<file path="config.mk">
export PLATFORM = sky130hd
export DESIGN_NAME = flash_generator
export DESIGN_NICKNAME = d
export VERILOG_FILES = /design/src/rtl/flash_generator.sv
export SDC_FILE = /design/constraint.sdc
export NUM_CORES = 1
export LEC_CHECK = 0
export CAP_MARGIN = 10
export CORE_MARGIN = 2
export CORE_UTILIZATION = 26
export DETAILED_ROUTE_END_ITERATION = 16
export DONT_BUFFER_PORTS = 1
export SLEW_MARGIN = 0
export SYNTH_ARGS = -nofsm -noshare
export SYNTH_HDL_FRONTEND = slang
export SYNTH_SLANG_ARGS = --single-unit
</file>
<file path="constraint.sdc">
create_clock -name clk -period 3.39 [get_ports clk]
set_clock_uncertainty 0.2 [all_clocks]
set_input_delay 0.8475 -clock clk [delete_from_list [all_inputs] [get_ports clk]]
set_output_delay 0.8475 -clock clk [all_outputs]
set_load 0.01 [all_outputs]
</file>
<file path="src/rtl/flash_generator.sv">
// Flash generator: turns single-cycle request pulses into fixed-length flashes,
// each followed by a mandatory dark gap, with up to seven requests queued.
module flash_generator #(
  parameter bit sim    = 1'b0,
  parameter int ON_MS  = 100,
  parameter int OFF_MS = 100
) (
  input  logic       clk,
  input  logic       reset,
  input  logic       in,
  output logic       out,
  output logic       busy,
  output logic [2:0] pending
);

  localparam logic [16:0] TICK_LAST = sim ? 17'd1 : 17'd99999;
  localparam logic [9:0]  ON_LAST   = 10'(ON_MS - 1);
  localparam logic [9:0]  OFF_LAST  = 10'(OFF_MS - 1);

  typedef enum logic [1:0] {
    ST_IDLE = 2'd0,
    ST_ON   = 2'd1,
    ST_OFF  = 2'd2
  } state_t;

  state_t      state_r;
  state_t      state_nxt_s;
  logic [16:0] presc_r;
  logic [9:0]  timer_r;
  logic [2:0]  pending_r;
  logic [2:0]  pending_nxt_s;
  logic        out_r;
  logic        busy_r;
  logic        out_nxt_s;
  logic        busy_nxt_s;
  logic        tick_s;
  logic        phase_done_s;
  logic        restart_s;

  function automatic logic [2:0] sat_inc(input logic [2:0] v);
    if (v == 3'd7) begin
      return 3'd7;
    end else begin
      return v + 3'd1;
    end
  endfunction

  assign tick_s = (presc_r == TICK_LAST);

  // Phase completion: last tick of the current ON or OFF interval
  always_comb begin
    phase_done_s = 1'b0;
    case (state_r)
      ST_ON:   phase_done_s = tick_s && (timer_r == ON_LAST);
      ST_OFF:  phase_done_s = tick_s && (timer_r == OFF_LAST);
      default: phase_done_s = 1'b0;
    endcase
  end

  // State register
  always_ff @(posedge clk or negedge reset) begin
    if (!reset) begin
      state_r   <= ST_IDLE;
      pending_r <= 3'd0;
    end else begin
      state_r   <= state_nxt_s;
      pending_r <= pending_nxt_s;
    end
  end

  // Next-state and request-queue logic
  always_comb begin
    state_nxt_s   = state_r;
    pending_nxt_s = pending_r;
    case (state_r)
      ST_IDLE: begin
        // The starting pulse is consumed by the flash itself.
        if (in) begin
          state_nxt_s = ST_ON;
        end else begin
          state_nxt_s = ST_IDLE;
        end
      end
      ST_ON: begin
        if (phase_done_s) begin
          state_nxt_s = ST_OFF;
        end else begin
          state_nxt_s = ST_ON;
        end
        pending_nxt_s = in ? sat_inc(pending_r) : pending_r;
      end
      ST_OFF: begin
        if (phase_done_s) begin
          if (pending_r != 3'd0) begin
            // A fresh pulse replaces the queued request it would otherwise consume.
            state_nxt_s   = ST_ON;
            pending_nxt_s = in ? pending_r : (pending_r - 3'd1);
          end else if (in) begin
            state_nxt_s = ST_ON;
          end else begin
            state_nxt_s = ST_IDLE;
          end
        end else begin
          state_nxt_s   = ST_OFF;
          pending_nxt_s = in ? sat_inc(pending_r) : pending_r;
        end
      end
      default: begin
        state_nxt_s   = ST_IDLE;
        pending_nxt_s = 3'd0;
      end
    endcase
  end

  assign restart_s = (state_nxt_s != state_r) || (state_r == ST_IDLE);

  // Prescaler and tick timer, restarted on every state entry for a fixed phase
  always_ff @(posedge clk or negedge reset) begin
    if (!reset) begin
      presc_r <= 17'd0;
      timer_r <= 10'd0;
    end else if (restart_s) begin
      presc_r <= 17'd0;
      timer_r <= 10'd0;
    end else if (tick_s) begin
      presc_r <= 17'd0;
      timer_r <= timer_r + 10'd1;
    end else begin
      presc_r <= presc_r + 17'd1;
    end
  end

  // Output decode from the upcoming state
  always_comb begin
    out_nxt_s  = 1'b0;
    busy_nxt_s = 1'b0;
    case (state_nxt_s)
      ST_ON: begin
        out_nxt_s  = 1'b1;
        busy_nxt_s = 1'b1;
      end
      ST_OFF: begin
        out_nxt_s  = 1'b0;
        busy_nxt_s = 1'b1;
      end
      default: begin
        out_nxt_s  = 1'b0;
        busy_nxt_s = 1'b0;
      end
    endcase
  end

  // Registered outputs
  always_ff @(posedge clk or negedge reset) begin
    if (!reset) begin
      out_r  <= 1'b0;
      busy_r <= 1'b0;
    end else begin
      out_r  <= out_nxt_s;
      busy_r <= busy_nxt_s;
    end
  end

  assign out     = out_r;
  assign busy    = busy_r;
  assign pending = pending_r;

endmodule

</file>
==> impl_metrics.yaml <==
sta:
  tightest_slew_ns: 0.6866
  fmax_ghz: 0.3756
  rsz0062_at_grt: "no"
  final.min_clock_period_ns: 2.662
  fin_crit_sh_pct: 78.53
  slew_violations: 0
  timing.final.ws_setup_ns: 0.7279
  hold_violations: 0
  setup_tns_ns: 0
  maxSlewHeadroom_pct: 54.22
  setup_violations: 0
global_routing:
  grt_pass1_vias: 1590
  grt_overflow: 0
  grt_pass1_wl_mm: 7.424
  antenna_found_initial: 0
  track_usage_pct: 10.51
  grt_max_degree: 35
synthesis:
  synth_area_mm2: 0.002175
  synth_cells: 223
  ys.flop_type: "dfrtp_1"
  synth_edf_count: 0
  synth_fp_nets: 236
  ys_seq_area_share_pct: 39.13
  synth_cell_types: 47
  avgSynthCellArea_um2: 9.752
  ys_ff_latch: 34
  ys_async_sr_fraction_pct: 100.0
  ys_warn_count: 0
hold_path:
  worst_hold_path_type: "primary input to asynchronous set/reset pin"
status:
  status: "finished, final reports clean"
power:
  clkPwrFrac_pct: 47.3
  cellPowerDensity_mw_per_mm2: 418.6
  power.internal_mw: 0.7732
  p_sw_share_pct: 22.34
  total_power_mw: 0.9956
  combPwrFrac_pct: 8.7
  p_leak_nw: 0.9320
  seq_power_share_pct: 44.0
  ir_drop_mv: 0.1583
  p_sw_mw: 0.2224
detailed_routing:
  vias: 1634
  first_iter_violations: 78
  wirelength_mm: 4.178
  dr.pass1.iters: 4
  drc: 0
  via_per_inst: 5.012
  wl_per_cell_um: 12.82
  postRouteAntennaNets: 0
floorplanning:
  die_x_um: 95.46
  initial_utilization_pct: 26.60
  ios: 8
  die_h_um: 95.46
  num_rows: 33
  core-area_mm2: 0.008175
  die-area_mm2: 0.009112
clocking:
  root_buffer: "clkbuf_8"
  cts_buffer_depth: 2
  cts_hold_buf: 0
  clock-sinks: 34
  clk_pin_slew_worst_paths_ns: 0.08
  cts_resized: 0
  cts_tree: "yes"
  htree_num_levels: 2
  postCtsSetupBuffers: 0
  numCtsBuffers: 5
  worstSkewPairLatency_ns: 0.30
placement:
  io_buffers: 0
  dp_hpwl_mm: 2.901
  gp_congestion: 0.8262
  pre_cts_slack_ns: 0.6950
cells_and_area:
  drive_gt1_share_pct: 12.67
  n_antenna_cell: 0
  num-fill-cells: 840
  fin_nets: 233
  area_growth_pct: 9.379
setup_path:
  arrival_ns: 2.64
  timing_worst_setup_path_type: "flop to flop"
  startpoint_type: "flop"
  crit_required_ns: 3.37
  crit_path_max_fanout: 27
  cp-end-kind: "flop"
run:
  maxCapViolations: 0
## synth_stat cells, types with 3 or more instances
| cell type | instances | area share (%) |
|---|---|---|
| nor4_1 | 8 | 2.3 |
| nor3_1 | 18 | 4.1 |
| buf_4 | 3 | 1.0 |
| dfrtp_1 | 34 | 39 |
| and4bb_2 | 3 | 1.7 |
| nand4_1 | 11 | 3.2 |
| inv_1 | 11 | 1.9 |
| nand2_1 | 18 | 3.1 |
| xnor2_1 | 9 | 3.6 |
| clkbuf_1 | 3 | 0.52 |
| a21oi_1 | 3 | 0.69 |
| xor2_1 | 15 | 6.0 |
| nor2_1 | 9 | 1.6 |
| buf_6 | 3 | 1.6 |
| ha_1 | 10 | 5.8 |
| o21ai_0 | 6 | 1.4 |
| nor4_2 | 6 | 3.5 |
| nand3_1 | 10 | 2.3 |
| and4_1 | 3 | 1.2 |
| or3_1 | 3 | 0.86 |
## stage by stage
step / cell area [µm²] / hold WS, ns / cells / util [%]
3_3_place_gp: 2236 / 0.2801 / 318 / 27.35
6_report: 2379 / 0.03544 / 326 / 29.09
4_1_cts: 2379 / 0.02887 / 326 / 29.09
2_1_floorplan: 2175 / 0.2607 / 223 / -
5_1_grt: 2379 / 0.02012 / 326 / 29.09
3_5_place_dp: 2236 / 0.2925 / 318 / 27.35
## sequential cells by signal, summed over array words and instances, names as in the netlist
signal,cells
presc_r,17
timer_r,10
pending,3
state_r,2
busy,1
out,1
## layout by cell type, fill, tap and decap left out, types with 8 or more instances in the layout
cell type | netlist | routed
nand2_1 | 18 | 18
xor2_1 | 15 | 15
nor4_1 | 8 | 8
nor3_1 | 18 | 18
nand3_1 | 10 | 10
ha_1 | 10 | 10
xnor2_1 | 9 | 9
dfrtp_1 | 34 | 34
nand4_1 | 11 | 11
inv_1 | 11 | 11
nor2_1 | 9 | 9
## cell families (layout without fill, tap and decap cells)
logic type,count (synthesis),in the layout,share of synthesized area [%]
flip-flops,34,34,39.13
adder cells (fa/ha/maj),10,10,5.754
AND/OR/NAND/NOR,105,105,29.23
multiplexers,1,1,0.4603
XOR/XNOR,24,24,9.667
AO/OA/AOI/OAI,27,27,10.30
buffers and inverters,22,20,5.466
## final cells by class
class                   count  area [µm²]  area share, %
well taps                 105       131.4          5.523
flip-flops and latches     34       850.8          35.77
clock buffers               6       82.58          3.472
multi-input cells         167        1205          50.66
inverters                  11       41.29          1.736
repair buffers              1       7.507         0.3156
clock inverters             2       60.06          2.525
## path summary, 6_finish.rpt
path	end	slack, ns	cells past startpoint	start
max	timer_r[1]	0.73	6	presc_r[0]
max in group asynchronous	timer_r[7]	2.86	0	reset
min reg2reg	presc_r[0]	0.30	1	presc_r[0]
max reg2reg	timer_r[1]	0.73	6	presc_r[0]
min in group clk	presc_r[0]	0.30	1	presc_r[0]
min	presc_r[12]	0.04	0	reset
## per-layer routing
| layer | vias up | track usage (%) | share of wire (%) |
|---|---|---|---|
| li1 | 805 | - | - |
| met1 | 805 | 13.36 | 48 |
| met2 | 16 | 16.37 | 47 |
| met3 | 8 | 2.925 | 2.9 |
| met4 | 0 | 5.238 | 2.2 |
| met5 | - | 0 | 0 |
## worst max-delay path: stages (launching register included)
cell       delay (ns)
dfrtp_1          0.39
ha_1             0.24
and4_1           0.27
and4_1           0.43
a22o_2           0.22
nand2_2          0.31
a2111oi_1        0.47
## power by group through the flow
stage          logic, mW  registers, mW  clock network, mW
3_3_place_gp      0.0858          0.446                  0
6_report          0.0866          0.438              0.471
2_1_floorplan     0.0745          0.443                  0
3_5_place_dp      0.0858          0.446                  0
5_1_grt            0.101          0.441              0.496
4_1_cts           0.0863          0.438              0.481
Note: power is estimated with default switching activity, not from simulation.
